===== src/rtl/fp_denorm_norm80_pkg.sv =====
// Shared FP80 constants, pre-normalizer state encoding and the normalized-operand bundle.
package fp80Pkg;

  localparam int EMSB  = 14;
  localparam int FMSB  = 63;
  localparam int XEMSB = EMSB + 1;

  typedef enum logic [1:0] {
    IDLE  = 2'd0,
    SHIFT = 2'd1,
    DONE  = 2'd2
  } fp80_norm_state_t;

  // exp is signed two's complement so denormals can rebase below 1.
  typedef struct packed {
    logic             sgn;
    logic [XEMSB:0]   exp;
    logic [FMSB+1:0]  fract;
    logic             zero;
    logic             inf;
    logic             nan;
    logic             denorm;
  } FP80N;

endpackage


===== src/rtl/fp_denorm_norm80_lzc.sv =====
// Leading-zero count over a W-bit window, plus an all-zero flag.
module fp80_lzc_window #(
  parameter  int W  = 8,
  localparam int CW = (W > 1) ? $clog2(W) : 1
) (
  input  logic [W-1:0]  win,
  output logic [CW-1:0] cnt,
  output logic          all_zero
);

  // Scan upward so the most significant set bit is the last one to write cnt.
  always_comb begin
    cnt = '0;
    for (int i = 0; i < W; i++) begin
      if (win[i]) cnt = CW'(W - 1 - i);
    end
  end

  assign all_zero = ~|win;

endmodule


===== src/rtl/fp_denorm_norm80.sv =====
// Iterative FP80 pre-normalizer. Define FP80_DENORM_EN to build the denormal shifter;
// without it denormals flush to signed zero with bypass latency.
module fp_denorm_norm80
  import fp80Pkg::*;
#(
  parameter int SHIFT_STEP = 8
) (
  input  logic             clk,
  input  logic             rst_n,
  input  logic             ce,
  input  logic             in_valid,
  output logic             in_ready,
  input  logic             sgn,
  input  logic [EMSB:0]    exp,
  input  logic [FMSB+1:0]  fract,
  input  logic             xz,
  input  logic             mz,
  input  logic             inf,
  input  logic             nan,
  output logic             out_valid,
  input  logic             out_ready,
  output logic             o_sgn,
  output logic [XEMSB:0]   o_exp,
  output logic [FMSB+1:0]  o_fract,
  output logic             o_zero,
  output logic             o_inf,
  output logic             o_nan,
  output logic             o_denorm,
  output fp80_norm_state_t dbg_state
);

  // Handshake: a transfer happens on a rising edge where valid & ready & ce.
  // in_ready depends only on state and ce; out_valid is held until taken.

  fp80_norm_state_t state_q, state_d;
  FP80N             res_q;
  logic             valid_q;
  logic             accept;
  logic             is_denorm;

  assign in_ready  = (state_q == IDLE) & ce;
  assign accept    = in_valid & in_ready;
  assign is_denorm = xz & ~mz & ~inf & ~nan;

`ifdef FP80_DENORM_EN
  localparam int             CW     = (SHIFT_STEP > 1) ? $clog2(SHIFT_STEP) : 1;
  localparam logic [XEMSB:0] STEP_X = (XEMSB+1)'(SHIFT_STEP);

  logic [CW-1:0]  lz_cnt;
  logic           win_zero;
  logic [XEMSB:0] lz_x;

  fp80_lzc_window #(.W(SHIFT_STEP)) u_lzc (
    .win      (res_q.fract[FMSB+1 -: SHIFT_STEP]),
    .cnt      (lz_cnt),
    .all_zero (win_zero)
  );

  assign lz_x = {{(XEMSB+1-CW){1'b0}}, lz_cnt};
`endif

  always_comb begin
    state_d = state_q;
    case (state_q)
      IDLE: begin
        if (in_valid) begin
`ifdef FP80_DENORM_EN
          state_d = is_denorm ? SHIFT : DONE;
`else
          state_d = DONE;
`endif
        end
      end
`ifdef FP80_DENORM_EN
      SHIFT: if (!win_zero) state_d = DONE;
`endif
      DONE:  if (out_ready) state_d = IDLE;
      default: state_d = IDLE;
    endcase
  end

  always_ff @(posedge clk) begin
    if (!rst_n) begin
      state_q <= IDLE;
      valid_q <= 1'b0;
      res_q   <= '0;
    end else if (ce) begin
      state_q <= state_d;
      valid_q <= (state_d == DONE);
      if (accept) begin
        res_q.sgn <= sgn;
        if (is_denorm) begin
          res_q.inf    <= 1'b0;
          res_q.nan    <= 1'b0;
          res_q.denorm <= 1'b1;
`ifdef FP80_DENORM_EN
          // Start at +1 so the final exponent is 1 - leading zeros.
          res_q.exp    <= (XEMSB+1)'(1);
          res_q.fract  <= fract;
          res_q.zero   <= 1'b0;
`else
          res_q.exp    <= '0;
          res_q.fract  <= '0;
          res_q.zero   <= 1'b1;
`endif
        end else begin
          res_q.exp    <= {1'b0, exp};
          res_q.fract  <= fract;
          res_q.zero   <= xz & mz;
          res_q.inf    <= inf;
          res_q.nan    <= nan;
          res_q.denorm <= 1'b0;
        end
      end
`ifdef FP80_DENORM_EN
      else if (state_q == SHIFT) begin
        if (win_zero) begin
          res_q.fract <= res_q.fract << SHIFT_STEP;
          res_q.exp   <= res_q.exp - STEP_X;
        end else begin
          res_q.fract <= res_q.fract << lz_cnt;
          res_q.exp   <= res_q.exp - lz_x;
        end
      end
`endif
    end
  end

  assign out_valid = valid_q;
  assign o_sgn     = res_q.sgn;
  assign o_exp     = res_q.exp;
  assign o_fract   = res_q.fract;
  assign o_zero    = res_q.zero;
  assign o_inf     = res_q.inf;
  assign o_nan     = res_q.nan;
  assign o_denorm  = res_q.denorm;
  assign dbg_state = state_q;

endmodule

===== config.mk =====
export PLATFORM = sky130hd
export DESIGN_NAME = fp_denorm_norm80
export DESIGN_NICKNAME = d
export VERILOG_FILES = /design/src/rtl/fp_denorm_norm80_pkg.sv /design/src/rtl/fp_denorm_norm80_lzc.sv /design/src/rtl/fp_denorm_norm80.sv
export SDC_FILE = /design/constraint.sdc
export NUM_CORES = 1
export LEC_CHECK = 0
export ABC_AREA = 1
export BUFFER_PORTS_ARGS = -buffer_cell sky130_fd_sc_hd__buf_2
export CORE_MARGIN = 2
export CORE_UTILIZATION = 46
export CTS_BUF_LIST = sky130_fd_sc_hd__clkbuf_8
export DETAILED_ROUTE_END_ITERATION = 7
export GPL_TIMING_DRIVEN = 1
export PLACE_DENSITY = 0.82
export SLEW_MARGIN = 20
export SYNTH_ARGS = -nofsm -noshare
export SYNTH_HDL_FRONTEND = slang
export SYNTH_HIERARCHICAL = 1
export SYNTH_SLANG_ARGS = --single-unit

===== constraint.sdc =====
create_clock -name clk -period 1.2 [get_ports clk]
set_input_delay 0.18 -clock clk [delete_from_list [all_inputs] [get_ports clk]]
set_output_delay 0.18 -clock clk [all_outputs]
set_load 0.02 [all_outputs]

==> results of run 1 <==
==> metal layers <==
layer | share of wire (%) | vias to the layer above
met5 | 0 | -
met4 | 1.6 | 0
met3 | 8.5 | 12
met2 | 51 | 166
met1 | 39 | 1669
li1 | - | 1735
==> flip-flops by register name, summed over array words and instances (netlist names) <==
name,count
o_zero,1
o_fract,65
o_exp,15
out_valid,1
dbg_state,2
o_inf,1
o_sgn,1
o_nan,1
o_denorm,1
==> cells by family after synthesis <==
group	Yosys count
DFF	88
and+or+nand+nor	190
other	1
AOI/OAI and AO/OA	84
buffers and inverters	44
==> worst paths after layout <==
| kind | start | end | slack, ns | depth (start not counted) |
|---|---|---|---|---|
| worst max register to register | dbg_state[0]$_SDFFE_PN0P_ | o_fract[6]$_SDFFE_PN0P_ | -0.11 | 7 |
| worst max-delay path | dbg_state[0]$_SDFFE_PN0P_ | o_fract[6]$_SDFFE_PN0P_ | -0.11 | 7 |
| worst min register to register | o_exp[1]$_SDFFE_PN0P_ | o_exp[1]$_SDFFE_PN0P_ | 0.46 | 2 |
| worst min-delay path | sgn | o_sgn$_SDFFE_PN0P_ | 0.09 | 3 |
==> Yosys cell counts, drive strengths merged <==
| master | instances | area (sq um) |
|---|---|---|
| o21ai | 4 | 20.0 |
| nor3 | 1 | 5.00 |
| conb | 1 | 3.75 |
| inv | 8 | 30.0 |
| dfxtp | 88 | 1760 |
| a21oi | 80 | 400 |
| nor2 | 15 | 63.8 |
| nand4 | 1 | 6.26 |
| buf | 17 | 123 |
| nand2 | 90 | 340 |
| nand3 | 83 | 465 |
| clkbuf | 19 | 71.3 |
==> stage by stage <==
step / area [sq um] / TNS, ns / std cells / total power, mW / hold slack [ns]
6_report: 5080 / -6.51 / 693 / 6.04 / 0.0908
5_1_grt: 5080 / -10.62 / 692 / 6.29 / 0.0754
4_1_cts: 4640 / -3.01 / 681 / 5.89 / 0.0676
3_5_place_dp: 4310 / -2.14 / 659 / 4.13 / 0.421
3_3_place_gp: 4310 / 0 / 659 / 4.11 / 0.415
2_1_floorplan: 3290 / -0.195 / 407 / 3.74 / 0.252
==> area by class of cell <==
cell class | count | area [sq um]
Clock buffer | 10 | 138
Timing Repair Buffer | 211 | 1440
Clock inverter | 4 | 16.3
Sequential cell | 88 | 1760
Tap cell | 96 | 120
Multi-Input combinational cell | 275 | 1570
Fill cell | 521 | 1790
Antenna cell | 1 | 2.50
Inverter | 8 | 32.5
==> critical path, cell delays in order, from the launching register on <==
cell and delay [ns]:
dfxtp_2 0.36, inv_4 0.05, buf_6 0.11, nand4_1 0.15
buf_6 0.20, buf_12 0.15, nand2_1 0.08, a21oi_2 0.14
==> power groups by stage <==
| stage | combinational (mW) | clock (mW) | sequential [mW] |
|---|---|---|---|
| finish | 1.20 | 1.70 | 3.14 |
| global route | 1.28 | 1.85 | 3.16 |
| CTS | 1.03 | 1.73 | 3.13 |
| detailed placement | 0.939 | 0 | 3.19 |
| global placement | 0.922 | 0 | 3.19 |
| floorplan | 0.368 | 0 | 3.37 |
==> cell usage in the layout, fill, tap and decap left out, types with 2 or more instances in the layout <==
| cell | n |
|---|---|
| buf_2 | 177 |
| buf_4 | 11 |
| clkbuf_16 | 7 |
| nor2_2 | 3 |
| nand2_4 | 14 |
| buf_6 | 4 |
| nand3_2 | 12 |
| o21ai_0 | 4 |
| buf_16 | 2 |
| clkbuf_8 | 10 |
| nor2_1 | 10 |
| a21oi_2 | 23 |
| dfxtp_2 | 2 |
| buf_12 | 9 |
| dfxtp_1 | 86 |
| inv_2 | 2 |
| inv_1 | 8 |
| nand3_1 | 70 |
| a21oi_1 | 57 |
| nor2_4 | 2 |
| nand2_1 | 60 |
| nand2_2 | 16 |
==> timing repair <==
item	4_1_cts	5_1_grt
setup buffers	5	6
endpoints found under the setup margin	80	86
resized for setup	21	75
gates cloned	3	7
hold buffers	0	0
pin swaps	26	16
==> metrics.md, run 1 <==
| Metric | Value |
|---|---|
| Yosys warning count | 6 |
| Vias per inst | 5.17 |
| Num CTS Buffers | 9 |
| GRT met3 Usage | 6.81% |
| Fmax | 0.761 GHz |
| Layout area overhead | 54.5% |
| Netlist cell types | 19 |
| Routed Antenna Nets | 0 |
| XOR/XNOR Fraction of Synth Area | 0% |
| Initial core utilization | 47.9% |
| Slew Limit Fails | 0 |
| Synth Instances | 407 |
| Static leakage | 2.36 nW |
| Worst-path clk slew | 0.08 ns |
| Peak VDD IR | 0.935 mV |
| Vias in the first global route | 3,280 |
| GRT busiest layer | met2 |
| Grt met1 use | 27.1% |
| CTS tree | built |
| GRT Overall Usage | 23.6% |
| WS Path Type | reg -> reg |
| Final core occ | 74.0% |
| Port-buffer cells | 178 |
| Hold Violations, Final | 0 |
| Final Critical Period | 1.31 ns |
| CP Launch Type | flop |
| Dpl hpwl | 6.32 mm |
| Share of cells above drive strength 1 | 50.0% |
| Post-synthesis compound-gate area fraction | 12.8% |
| Root Buffer | clkbuf_8 |
| Largest family of logic cells by synthesized area | simple AND/OR/NAND/NOR gates |
| RSZ-0062 raised after global routing | true |
| Worst path arrival time | 1.57 ns |
| DIE WIDTH | 88.6 microns |
| Clk pwr share | 28.1% |
| Clock sink count | 88 |
| Hold crit path type | in -> reg |
| Pint | 4.34 mW |
| Worst Path Max Fanout | 7 |
| Mux cell area share after synthesis | 0% |
| Routed wire length per instance | 15.5 microns |
| Routability Congestion | 0.825 |
| Synthesized Nets | 497 |
| WP data required | 1.46 ns |
| First-pass GRT wire length | 14.5 mm |
| Sequential power share | 52.0% |
| Clk buf depth | 2 |
| Die Ht | 88.6 microns |
| DRT Pass-1 Iters | 4 |
| Die ar. | 7850 sq um |
| Simple-gate area share of the yosys netlist | 26.8% |
| H-tree levels | 3 |
| Setup ws final | -0.114 ns |
| Switch Pwr | 1.70 mW |
| Row count | 30 |
| Violated checks | negative setup slack |
| Status | finished with violations |
| Tcrit/Tclk final | 109% |
| Overflow after GRT | 0 |
| IO Count | 180 |
| Switching portion of total power | 28.1% |
| Seq/Total Area, Yosys | 53.5% |
| Endpoints failing setup | 86 |
| Core Area | 6870 sq um |
| Post-synthesis adder-cell area fraction | 0% |
| Met2 Resource Use GR | 42.2% |
| DRC viols | 0 |
| Pre-CTS setup slack | -0.0754 ns |
| Yosys reg bits | 88 |
| Largest net degree at the start of global routing | 43 |
| Clk_lat worst skew | 0.33 ns |
| Pwr dens | 1190 nW/um^2 |
| Iter 0 DRT Violations | 170 |
| Syn Std Cell Area | 3290 sq um |
| Max-cap violations | 0 |
| Crit. End Element | flop |
| Post-route clock skew | 0.00702 ns |
| Initial antenna violation count | 0 |
| Fin nets | 683 |
| Routed wire length | 10.7 mm |
| Avg Cell Area, Syn | 8.09 sq um |
| DR vias | 3,582 |
| Comb pwr share | 19.9% |
(Power assumes the default switching activity.)
==> run 2: changes to the inputs <==
CORE_MARGIN = 3   (was 2)
SKIP_CTS_REPAIR_TIMING = 1   (was default)
==> run 2 against run 1 <==
  * The run still ends with negative setup slack left
  * Critical path depth is 4 lower
  * Flip-flop and latch count unchanged
  * Hold slack lost 0.018 ns
  * Total power increased by 6.7%
  * Non-clock buffer count is 10 lower
  * Combinational power decreased by 4%
  * Sequential share of layout area increased by 0.66 points
  * Setup slack better by 0.072 ns
  * Global-route usage down 1.9 points
  * Via count rose by 0.31%
  * Register-to-register slack improved by 0.08 ns
==> metrics.md, run 2 (same netlist as run 1, synthesis figures left out) <==
| Metric | Value |
|---|---|
| Status | finished with violations (unchanged) |
| Violated checks | negative setup slack (unchanged) |
| WS Path Type | reg -> out (was reg -> reg) |
| Reg-to-reg endpoint | o_fract[47]$_SDFFE_PN0P_ (was o_fract[6]$_SDFFE_PN0P_) |
| ANT cells | 0 (was 1) |
| DRT Pass-1 Iters | 4 (unchanged) |
| Pwr dens | 1290 nW/um^2 (was 1190 nW/um^2) |
| Crit. End Element | primary output (was flop) |
| Clk buf depth | 2 (unchanged) |
| Most common cell after layout, fill and taps aside | buf_2 (unchanged) |
| Setup ws final | -0.0419 ns (was -0.114 ns) |
| Layout area overhead | 51.6% (was 54.5%) |
| Overflow after GRT | 0 (unchanged) |
| Hold Path Cell Cnt | 3 (unchanged) |
| Share of cells above drive strength 1 | 49.8% (was 50.0%) |
| Routed wire length per instance | 16.0 microns (was 15.5 microns) |
| Row count | 30 (unchanged) |
| Core Area | 6870 sq um (unchanged) |
| Die ar. | 8200 sq um (was 7850 sq um) |
| Num CTS Buffers | 9 (unchanged) |
| R2R depth | 7 (unchanged) |
| GRT Overall Usage | 21.7% (was 23.6%) |
| Hold Violations, Final | 0 (unchanged) |
| Port-buffer cells | 178 (unchanged) |
| Max reg flops | 65 (unchanged) |
| DR vias | 3,593 (was 3,582) |
| Critical Path Start | dbg_state[1]$_SDFFE_PN0P_ (was dbg_state[0]$_SDFFE_PN0P_) |
| Initial core utilization | 47.9% (unchanged) |
| DIE WIDTH | 90.6 microns (was 88.6 microns) |
| Worst r2r src | dbg_state[1]$_SDFFE_PN0P_ (was dbg_state[0]$_SDFFE_PN0P_) |
| Hold Worst Slack | 0.0725 ns (was 0.0908 ns) |
| Root Buffer | clkbuf_8 (unchanged) |
| Flop-to-flop setup slack | -0.03 ns (was -0.11 ns) |
| Tcrit/Tclk final | 103% (was 109%) |
| Clk_lat worst skew | 0.34 ns (was 0.33 ns) |
| Routability Congestion | 0.809 (was 0.825) |
| Fmax | 0.805 GHz (was 0.761 GHz) |
| WP data required | 1.02 ns (was 1.46 ns) |
| Fin nets | 673 (was 683) |
| Largest net degree at the start of global routing | 82 (was 43) |
| Die Ht | 90.6 microns (was 88.6 microns) |
| RSZ-0062 raised after global routing | true (unchanged) |
| CP Launch Type | flop (unchanged) |
| Final std cells w/o fill | 684 (was 693) |
| Initial antenna violation count | 0 (unchanged) |
| Hold crit path type | in -> reg (unchanged) |
| Slew Limit Fails | 0 (unchanged) |
| First-pass GRT wire length | 14.9 mm (was 14.5 mm) |
| Inst Count DP | 654 (was 659) |
| Worst-path clk slew | 0.08 ns (about the same) |
| DRC viols | 0 (unchanged) |
| Vias in the first global route | 3,305 (was 3,280) |
| CTS tree | built (unchanged) |
| Final Critical Period | 1.24 ns (was 1.31 ns) |
| Fillers | 555 (was 521) |
| Iter 0 DRT Violations | 121 (was 170) |
| Static leakage | 2.24 nW (was 2.36 nW) |
| Worst Path Max Fanout | 3 (was 7) |
| Routed wire length | 10.9 mm (was 10.7 mm) |
| IO Count | 180 (unchanged) |
| Commonest non-fill, non-tap cells in the layout | buf_2 (177), dfxtp_1 (86), nand2_1 (81) (was buf_2 (177), dfxtp_1 (86), nand3_1 (70)) |
| Endpoints failing setup | 34 (was 86) |
| Routed Antenna Nets | 0 (unchanged) |
| Vias per inst | 5.25 (was 5.17) |
| Worst path arrival time | 1.06 ns (was 1.57 ns) |
| Clock sink count | 88 (unchanged) |
| Dpl hpwl | 6.13 mm (was 6.32 mm) |
| Hold EP | o_sgn$_SDFFE_PN0P_ (unchanged) |
| Post-route clock skew | 0.00819 ns (was 0.00702 ns) |
| Max-cap violations | 0 (unchanged) |
| Peak VDD IR | 0.798 mV (was 0.935 mV) |
| H-tree levels | 3 (unchanged) |
| Min-delay src | sgn (unchanged) |
## run 2: how the worst max path moves through the flow
stage | end | cells past startpoint
after floorplan | o_exp[10]$_SDFFE_PN0P_ | 6
after global placement | o_fract[59]$_SDFFE_PN0P_ | 6
after CTS | in_ready | 4
final | in_ready | 3
after global routing | o_fract[37]$_SDFFE_PN0P_ | 7
after detailed placement | o_exp[9]$_SDFFE_PN0P_ | 6
## run 2: routing by layer
metal	routed length (microns)	part of all wire (%)	up-vias	track usage, %
li1	-	-	1719	-
met1	4350	40	1694	24.3
met2	5510	50	158	38.2
met3	843	7.7	22	6.33
met4	234	2.1	0	9.31
met5	0	0	-	0
## run 2: area by class of cell
type,count,area (sq um),area share [%]
Clock buffer,13,179,3.59
Inverter,8,32.5,0.652
Sequential cell,88,1760,35.4
Tap cell,96,120,2.41
Multi-Input combinational cell,275,1600,32.0
Timing Repair Buffer,201,1260,25.2
Clock inverter,3,38.8,0.778
## run 2: critical path, stage by stage, from the launching register on
cell and delay [ns]:
dfxtp_2 0.33, buf_4 0.15, nor2_4 0.12, buf_6 0.13
## run 2: where the power goes
part	switching (mW)	internal, mW	total, mW	leakage (nW)
sequential	0.0710	3.06	3.13	0.719
clock	0.982	1.18	2.16	0.117
combinational	0.688	0.464	1.15	1.40
## run 2: metrics by stage
step	cell area (sq um)	total power [mW]	utilization, %	setup TNS (ns)	worst slack, ns
after floorplan	3290	3.74	-	-0.195	-0.00389
after global placement	4240	4.10	61.8	-0.206	-0.0157
after global routing	4990	6.72	72.6	-3.90	-0.0902
after detailed placement	4240	4.12	61.8	-2.47	-0.0783
final	4990	6.45	72.6	-0.372	-0.0419
after CTS	4460	6.27	64.9	-3.67	-0.168
==> run 3: changes to the inputs <==
CORE_MARGIN = default   (was 3)
CORE_UTILIZATION = 30   (was 46)
PLACE_DENSITY = default   (was 0.82)
==> run 3 against run 2 <==
  * The run still ends with negative setup slack left
  * Critical path depth increased by 3
  * Utilization fell by 25 points
  * Global-route usage is 5.6 points lower
  * Wire length fell by 7.1%
  * Total power is 2.3% lower
  * Die area is 39% higher
  * Design area decreased by 0.43%
  * Setup slack got worse by 0.021 ns
  * Count of clock-buffer cells in the layout shrank 3
  * Sequential share of layout area is 0.15 points higher
  * Critical path type is now reg -> reg
  * Largest power group unchanged
==> metrics.md, run 3 (same netlist as run 1, synthesis figures left out) <==
| Metric | Value |
|---|---|
| Hold Violations, Final | 0 (unchanged) |
| DP Area | 4410 sq um (was 4240 sq um) |
| RSZ-0062 raised after global routing | true (unchanged) |
| Slew Limit Fails | 0 (unchanged) |
| Overflow after GRT | 0 (unchanged) |
| Hold crit path type | in -> reg (unchanged) |
| CTS tree | built (unchanged) |
| Comb pwr share | 17.8% (was 17.9%) |
| Switch Pwr | 1.75 mW (was 1.74 mW) |
| Worst-path clk slew | 0.09 ns (was 0.08 ns) |
| DIE WIDTH | 107 microns (was 90.6 microns) |
| CP Launch Type | flop (unchanged) |
| Clk_lat worst skew | 0.35 ns (was 0.34 ns) |
| Crit path max-delay family | buffers and inverters (was flip-flops) |
| CP most frequent cell | buf_12 |
| Inst Count DP | 703 (was 654) |
| Die ar. | 11,400 sq um (was 8200 sq um) |
| Fillers | 1,017 (was 555) |
| Critical Path, Cell by Cell | inv_2 > nand4_1 > buf_12 > buf_12 > nand2_1 > a21oi_2 (was buf_4 > nor2_4 > buf_6) |
| Vias per inst | 4.79 (was 5.25) |
| Final std cells w/o fill | 730 (was 684) |
| Iter 0 DRT Violations | 208 (was 121) |
| Post-route clock skew | 0.00787 ns (was 0.00819 ns) |
| GRT Overall Usage | 16.1% (was 21.7%) |
| Setup ws final | -0.0634 ns (was -0.0419 ns) |
| DRC viols | 0 (unchanged) |
| IO Count | 180 (unchanged) |
| Clk buf depth | 2 (unchanged) |
| Commonest non-fill, non-tap cells in the layout | buf_2 (176), dfxtp_1 (86), nand2_1 (77) (was buf_2 (177), dfxtp_1 (86), nand2_1 (81)) |
| Die Ht | 107 microns (was 90.6 microns) |
| Fin nets | 679 (was 673) |
| H-tree levels | 3 (unchanged) |
| Vias in the first global route | 3,190 (was 3,305) |
| Pint | 4.55 mW (was 4.71 mW) |
| Num CTS Buffers | 9 (unchanged) |
| Routed wire length per instance | 13.9 microns (was 16.0 microns) |
| Slowest CP cell | dfxtp_2 (unchanged) |
| Fmax | 0.792 GHz (was 0.805 GHz) |
| Routed Antenna Nets | 0 (unchanged) |
| Initial core utilization | 31.5% (was 47.9%) |
| Port-buffer cells | 178 (unchanged) |
| Largest net degree at the start of global routing | 43 (was 82) |
| Switching portion of total power | 27.8% (was 27.0%) |
| Layout area overhead | 51.0% (was 51.6%) |
| Endpoints failing setup | 70 (was 34) |
| Max-cap violations | 0 (unchanged) |
| WP data required | 1.43 ns (was 1.02 ns) |
| DR vias | 3,498 (was 3,593) |
| Core Area | 10,500 sq um (was 6870 sq um) |
| Total power | 6.30 mW (was 6.45 mW) |
| Max reg flops | 65 (unchanged) |
| Cell area after layout | 4970 sq um (was 4990 sq um) |
| Peak VDD IR | 0.625 mV (was 0.798 mV) |
| Clock sink count | 88 (unchanged) |
| Final Critical Period | 1.26 ns (was 1.24 ns) |
| Crit-path max cell delay | 0.33 ns (about the same) |
| Root Buffer | clkbuf_8 (unchanged) |
| Most common cell after layout, fill and taps aside | buf_2 (unchanged) |
| Worst Path Max Fanout | 21 (was 3) |
| WS Path Type | reg -> reg (was reg -> out) |
| Share of cells above drive strength 1 | 46.6% (was 49.8%) |
| Static leakage | 2.25 nW (was 2.24 nW) |
| Sequential power share | 49.7% (was 48.6%) |
| First-pass GRT wire length | 14.7 mm (was 14.9 mm) |
| Routed wire length | 10.2 mm (was 10.9 mm) |
| Row count | 37 (was 30) |
| Dpl hpwl | 6.69 mm (was 6.13 mm) |
| ANT cells | 0 (unchanged) |
| Crit. End Element | flop (was primary output) |
| Setup TNS | -1.83 ns (was -0.372 ns) |
| Pwr dens | 1270 nW/um^2 (was 1290 nW/um^2) |
| Final core occ | 47.5% (was 72.6%) |
| Clk pwr share | 32.5% (was 33.6%) |
| Status | finished with violations (unchanged) |
| Worst path arrival time | 1.49 ns (was 1.06 ns) |
| Tcrit/Tclk final | 105% (was 103%) |
| Routability Congestion | 0.746 (was 0.809) |
| Initial antenna violation count | 0 (unchanged) |
| Violated checks | negative setup slack (unchanged) |
| Buf/Inv on CP | 3 (was 2) |
| DRT Pass-1 Iters | 5 (was 4) |
## run 3: changes by cell type in the layout (fill, tap and decap cells not counted), sizes merged
| cell | before | now |
|---|---|---|
| clkinvlp | 0 | 2 |
| clkbuf | 18 | 14 |
| buf | 196 | 203 |
| inv | 9 | 10 |
## run 3: tightest hold or removal path, cell delays in order
cell,delay [ns]
buf_2,0.09
nor2_2,0.04
nor2_1,0.08
## run 3: power groups by stage
stage               registers [mW]  logic [mW]  clock network [mW]
finish                        3.13        1.12                2.05
global route                  3.15        1.21                2.25
CTS                           3.13       0.983                2.13
detailed placement            3.20       0.980                   0
global placement              3.19       0.966                   0
floorplan                     3.37       0.368                   0
## run 3: metal layers
| metal | track usage [%] | routed length, microns | vias to the layer above |
|---|---|---|---|
| li1 | - | - | 1722 |
| met1 | 18.6 | 4350 | 1631 |
| met2 | 27.6 | 4940 | 134 |
| met3 | 5.65 | 740 | 11 |
| met4 | 5.38 | 116 | 0 |
| met5 | 0 | 0 | - |
## run 3: area by class of cell
class	count	area, sq um	share of cell area [%]
Inverter	8	30.0	0.605
Clock inverter	6	61.3	1.23
Multi-Input combinational cell	275	1460	29.5
Sequential cell	88	1760	35.5
Timing Repair Buffer	207	1340	27.0
Clock buffer	10	138	2.77
Tap cell	136	170	3.43
## run 3: stage by stage
| step | hold slack, ns | setup slack (ns) |
|---|---|---|
| 6_report | 0.0717 | -0.0634 |
| 5_1_grt | 0.0590 | -0.159 |
| 4_1_cts | 0.0316 | -0.179 |
| 3_5_place_dp | 0.416 | -0.163 |
| 3_3_place_gp | 0.404 | -0.0749 |
| 2_1_floorplan | 0.252 | -0.00389 |
## run 3: worst paths after layout
kind / start / end / slack, ns / cells after the start
max: dbg_state[0]$_SDFFE_PN0P_ / o_fract[40]$_SDFFE_PN0P_ / -0.06 / 6
min: inf / o_inf$_SDFFE_PN0P_ / 0.07 / 3
max reg2reg: dbg_state[0]$_SDFFE_PN0P_ / o_fract[40]$_SDFFE_PN0P_ / -0.06 / 6
min reg2reg: o_fract[21]$_SDFFE_PN0P_ / o_fract[21]$_SDFFE_PN0P_ / 0.46 / 2
